File: src/rtl/proj_hasher_pipe.sv
// proj_hasher_pipe: pipelined multi-seed MurmurHash3-style k-mer signature generator
// Sits between the k-mer buffer and the min-signature tracker.
// Ports:
//   clk, rst                            clock, synchronous active-high reset
//   seed_we, seed_idx, seed_wdata       seed bank write (honoured only while idle)
//   in_valid, in_ready, in_kmer, in_last   k-mer input handshake and last tag
//   out_valid, out_ready, out_sig, out_last   signature output handshake, lane i at [i*DATA_BITS +: DATA_BITS]
//   busy                                any pipeline register holds valid data
module proj_hasher_pipe #(
  parameter int KMER_LEN   = 16,
  parameter int BASE_BITS  = 2,
  parameter int DATA_BITS  = KMER_LEN * BASE_BITS,
  parameter int NUM_SEEDS  = 4,
  parameter int SEED_IDX_W = (NUM_SEEDS == 1) ? 1 : $clog2(NUM_SEEDS)
) (
  input  logic                           clk,
  input  logic                           rst,
  input  logic                           seed_we,
  input  logic [SEED_IDX_W-1:0]          seed_idx,
  input  logic [DATA_BITS-1:0]           seed_wdata,
  input  logic                           in_valid,
  output logic                           in_ready,
  input  logic [DATA_BITS-1:0]           in_kmer,
  input  logic                           in_last,
  output logic                           out_valid,
  input  logic                           out_ready,
  output logic [NUM_SEEDS*DATA_BITS-1:0] out_sig,
  output logic                           out_last,
  output logic                           busy
);
  localparam logic [DATA_BITS-1:0] C1 = DATA_BITS'(32'hcc9e2d51);
  localparam logic [DATA_BITS-1:0] C2 = DATA_BITS'(32'h1b873593);
  localparam logic [DATA_BITS-1:0] N  = DATA_BITS'(32'he6546b64);
  localparam logic [DATA_BITS-1:0] M  = DATA_BITS'(5);

  function automatic logic [DATA_BITS-1:0] rol(input logic [DATA_BITS-1:0] x, input int r);
    return (x << r) | (x >> (DATA_BITS - r));
  endfunction

  // The k-mer is registered on acceptance so that k1, k2 and the lane signatures
  // each get their own register, giving three cycles from accept to out_valid.
  logic                           v0_q, v1_q, v2_q, v3_q;
  logic                           l0_q, l1_q, l2_q, l3_q;
  logic [DATA_BITS-1:0]           kmer_q, k1_q, k2_q;
  logic [DATA_BITS-1:0]           k1_d, k2_d;
  logic [NUM_SEEDS*DATA_BITS-1:0] sig_q, sig_d;
  logic [DATA_BITS-1:0]           seed_q [NUM_SEEDS];
  logic                           adv, seed_wr;

  assign adv       = !v3_q || out_ready;
  assign in_ready  = adv;
  assign busy      = v0_q || v1_q || v2_q || v3_q;
  assign seed_wr   = seed_we && !busy;
  assign out_valid = v3_q;
  assign out_sig   = sig_q;
  assign out_last  = l3_q;
  assign k1_d      = kmer_q * C1;
  assign k2_d      = rol(k1_q, 15) * C2;

  // Seeds are sampled as a k-mer enters the last register; writes only happen
  // while the pipe is empty, so every in-flight k-mer sees a single seed set.
  for (genvar i = 0; i < NUM_SEEDS; i++) begin : g_lane
    assign sig_d[i*DATA_BITS +: DATA_BITS] = rol(seed_q[i] ^ k2_q, 13) * M + N;
  end

  always_ff @(posedge clk) begin
    if (rst) begin
      {v0_q, v1_q, v2_q, v3_q} <= '0;
      {l0_q, l1_q, l2_q, l3_q} <= '0;
      kmer_q <= '0;
      k1_q   <= '0;
      k2_q   <= '0;
      sig_q  <= '0;
      for (int j = 0; j < NUM_SEEDS; j++) seed_q[j] <= '0;
    end else begin
      for (int j = 0; j < NUM_SEEDS; j++)
        if (seed_wr && seed_idx == SEED_IDX_W'(j)) seed_q[j] <= seed_wdata;
      if (adv) begin
        v0_q <= in_valid;
        v1_q <= v0_q;
        v2_q <= v1_q;
        v3_q <= v2_q;
        if (in_valid) begin
          kmer_q <= in_kmer;
          l0_q   <= in_last;
        end
        if (v0_q) begin
          k1_q <= k1_d;
          l1_q <= l0_q;
        end
        if (v1_q) begin
          k2_q <= k2_d;
          l2_q <= l1_q;
        end
        if (v2_q) begin
          sig_q <= sig_d;
          l3_q  <= l2_q;
        end
      end
    end
  end
endmodule

File: config.mk
export PLATFORM = sky130hd
export DESIGN_NAME = proj_hasher_pipe
export DESIGN_NICKNAME = d
export VERILOG_FILES = /design/src/rtl/proj_hasher_pipe.sv
export SDC_FILE = /design/constraint.sdc
export NUM_CORES = 2
export LEC_CHECK = 0
export CAP_MARGIN = 20
export CORE_MARGIN = 8
export CORE_UTILIZATION = 63
export DETAILED_ROUTE_END_ITERATION = 8
export GPL_ROUTABILITY_DRIVEN = 0
export PLACE_DENSITY_LB_ADDON = 0.05
export SYNTH_ARGS = -nofsm -noshare
export SYNTH_HDL_FRONTEND = slang
export SYNTH_SLANG_ARGS = --single-unit
File: constraint.sdc
create_clock -name clk -period 7.05 [get_ports clk]
set_clock_uncertainty 0.15 [all_clocks]
set_input_delay 0.705 -clock clk [delete_from_list [all_inputs] [get_ports clk]]
set_output_delay 0.705 -clock clk [all_outputs]
set_load 0.005 [all_outputs]
==> qor.yml <==
start_kind: "register"
setup_viol: 0
max_slew.worst_pin.slew_ps: 1150
ys_seq_elements: 360
cts_hold_buf: 0
cp_max_fo: 8
cts_buffer_depth: 3
rsz0062_at_grt: "no"
r2r_cells: 22
die_width_um: 263
die_h_um: 263
clkSinkCount: 360
powerDensity_nw_per_um2: 453
grt.overflow.total: 0
synth-edff-count: 128
ios: 204
relSlewSlack_pct: 22.6
maxCapViolations: 0
initial_core_util_pct: 63.8
grt_max_degree: 95
netlist_area_um2: 38500
cts_setup_buffers: 0
netlist_instances: 4135
grt.total_usage_pct: 27.9
fin_crit_sh_pct: 95.1
cts_buffers: 44
cp_common_cell: "fa_1"
synth_nets: 5214
yosysSeqAreaShare_pct: 22.0
antenna_found_initial: 1
synth_cell_type_count: 77
required_ps: 7380
drc: 0
cp_slowest_stage_delay_ps: 590
cp_slowest_cell: "dfxtp_1"
vias: 28500
fin_util_pct: 71.5
reg2reg_to: "k2_q[31]$_SDFFE_PP0P_"
grt_pass1_vias: 28900
vias_per_cell: 5.55
path_clk_slew_ps: 60
antenna_left: 0
areaGrowthSynthToFinish_pct: 12.0
ctsResizeCount: 0
drt-pass1-iter-count: 8
routed_wl_um: 97700
p_leak_nw: 21.7
num_antenna_cells: 0
clk_latency_ps: 600
period_needed_ps: 6710
hold_viol: 0
grt_pass1_wl_um: 156000
worst_ir_drop_vdd_mv: 0.631
fill_cells: 4750
min-delay-start: "out_sig[26]$_SDFFE_PP0P_"
rrSetupSlack_ps: 340
routedWlPerCell_um: 19.0
ys_warn_count: 0
timing.rr.start: "k1_q[24]$_SDFFE_PP0P_"
cts_tree: "built"
rows: 90
dieArea_um2: 69300
path_buf_inv: 4
cts-root-buf: "clkbuf_16"
status: "finished clean"
ctsHtreeMaxLevel: 2
drive_gt1_share_pct: 3.93
whs_path_depth: 2
fmax_mhz: 149
crit_path_cell_trace: "ha_1 -> fa_1 -> ha_1 -> inv_1 -> fa_1 -> inv_1 -> fa_1 -> fa_1 -> fa_1 -> inv_1 -> fa_1 -> inv_1 -> ha_1 -> nand2_1 -> nor3_2 -> nand3_1 -> nor3_1 -> o2111ai_2 -> a311oi_2 -> a41o_1 -> o21ai_0 -> o311a_1"
hold_class: "reg -> reg"
worst_ep_arrival_time_ps: 7040
nets: 5397
startpoint: "k1_q[24]$_SDFFE_PP0P_"
crit_family: "adder cells"
hpwl_um: 80000
numPortBuffers: 203
synth_ff_type: "dfxtp_1"
core-area_um2: 60400
async_reset_ff_share_pct: 0
finalMaxSlewViolations: 0
holdPathEnd: "out_sig[26]$_SDFFE_PP0P_"
path_class: "reg -> reg"
end_kind: "register"
drt_iter0_drc: 1858
postSynthAreaPerCell_um2: 9.32
fin_setup_tns_ps: 0
final cells by class:
| type | count | area [µm²] | area share, % |
|---|---|---|---|
| Clock buffer | 59 | 1320 | 3.07 |
| Sequential cell | 360 | 8490 | 19.7 |
| Timing Repair Buffer | 262 | 2520 | 5.84 |
| Multi-Input combinational cell | 2857 | 26700 | 61.8 |
| Clock inverter | 22 | 213 | 0.493 |
| Inverter | 793 | 2980 | 6.90 |
| Tap cell | 782 | 978 | 2.27 |
worst max path at each step:
stage                                  to  slack, ps  cells past startpoint
finish              k2_q[31]$_SDFFE_PP0P_        340                     22
global route        k2_q[31]$_SDFFE_PP0P_          5                     22
CTS                 k2_q[31]$_SDFFE_PP0P_        300                     24
detailed placement  k2_q[31]$_SDFFE_PP0P_        330                     24
global placement    k2_q[31]$_SDFFE_PP0P_        430                     24
floorplan           k2_q[31]$_SDFFE_PP0P_        610                     21
logic make-up (layout without fill, tap and decap cells):
kind of cell	count (synthesis)	in the layout	synth area share [%]
adders and majority gates	1007	1007	40.3
DFF	360	360	22.0
xor gates and xnor gates	334	334	7.59
and+or+nand+nor	832	832	10.0
AOI/OAI and AO/OA	680	680	11.0
buffers and inverters	918	1136	9.00
muxes	4	4	0.104
where the power goes:
group	internal [mW]	switching, mW
registers	2.34	0.245
clock network	1.41	0.970
logic	6.27	8.32
tightest hold or removal path: stages (launching register included):
cell and delay (ps):
dfxtp_1 300, nand2_1 50, a21oi_1 50
through the flow:
stage	cell area, µm²	total power, mW	setup WS (ps)	hold slack [ps]	instances
detailed placement	41600	17.1	334	293	5052
finish	43200	19.6	344	297	5135
global placement	41600	16.8	427	288	5052
global route	43200	21.6	5.01	316	5135
floorplan	38500	13.4	608	282	4135
CTS	43100	19.6	295	300	5133
registers in the layout, indices dropped and copies added, names as in the netlist, 32 cells and up:
name	count
k1_q	32
k2_q	32
kmer_q	32
out_sig	128
seed_q	128
Yosys cell counts (all sizes together) (12+ instances only):
| cell type | number | share of area, % |
|---|---|---|
| dfxtp | 232 | 12 |
| clkbuf | 117 | 1.1 |
| nand4 | 18 | 0.29 |
| o21a | 19 | 0.37 |
| a211oi | 45 | 0.88 |
| a21oi | 290 | 3.8 |
| o31ai | 14 | 0.29 |
| nor2 | 118 | 1.1 |
| and2 | 142 | 2.3 |
| nor2b | 14 | 0.23 |
| nand3 | 27 | 0.35 |
| a31oi | 20 | 0.32 |
| o21bai | 23 | 0.45 |
| xor2 | 172 | 3.9 |
| ha | 619 | 20 |
| a211o | 12 | 0.27 |
| inv | 791 | 7.7 |
| a21o | 70 | 1.4 |
| nand2b | 19 | 0.31 |
| o21ai | 116 | 1.5 |
| fa | 388 | 20 |
| or3 | 15 | 0.24 |
| nor3 | 36 | 0.47 |
| xnor2 | 162 | 3.7 |
| nand2 | 405 | 3.9 |
| edfxtp | 128 | 10 |
layout by cell type, fill, tap and decap left out, types with 8 or more instances in the layout:
cell type / Yosys / routed
ha_1: 619 / 619
nor3_1: 36 / 32
or3_1: 15 / 15
fa_1: 388 / 388
and2_1: 142 / 141
nor2_1: 118 / 117
nand2b_1: 19 / 19
a211o_1: 12 / 12
a211oi_1: 45 / 45
clkinv_2: 0 / 10
xor2_1: 172 / 172
o21a_1: 19 / 19
o21bai_1: 23 / 23
nor2b_1: 14 / 14
o31ai_1: 13 / 12
clkbuf_16: 0 / 49
o21ai_0: 110 / 107
dfxtp_1: 232 / 231
inv_1: 791 / 791
clkdlybuf4s50_1: 0 / 202
nand3_1: 27 / 27
nand2_1: 405 / 404
a21o_1: 69 / 69
xnor2_1: 162 / 162
or4_1: 8 / 8
nand4_1: 18 / 18
edfxtp_1: 128 / 128
a21oi_1: 288 / 288
buf_4: 1 / 57
a31oi_1: 20 / 20
metal layers:
metal	wire length (µm)	global-route usage, %
met2	47900	49.1
met3	5020	3.52
met4	2880	8.18
met1	41900	35.9
met5	11	0
No activity file was read; power rests on OpenSTA's default activity.
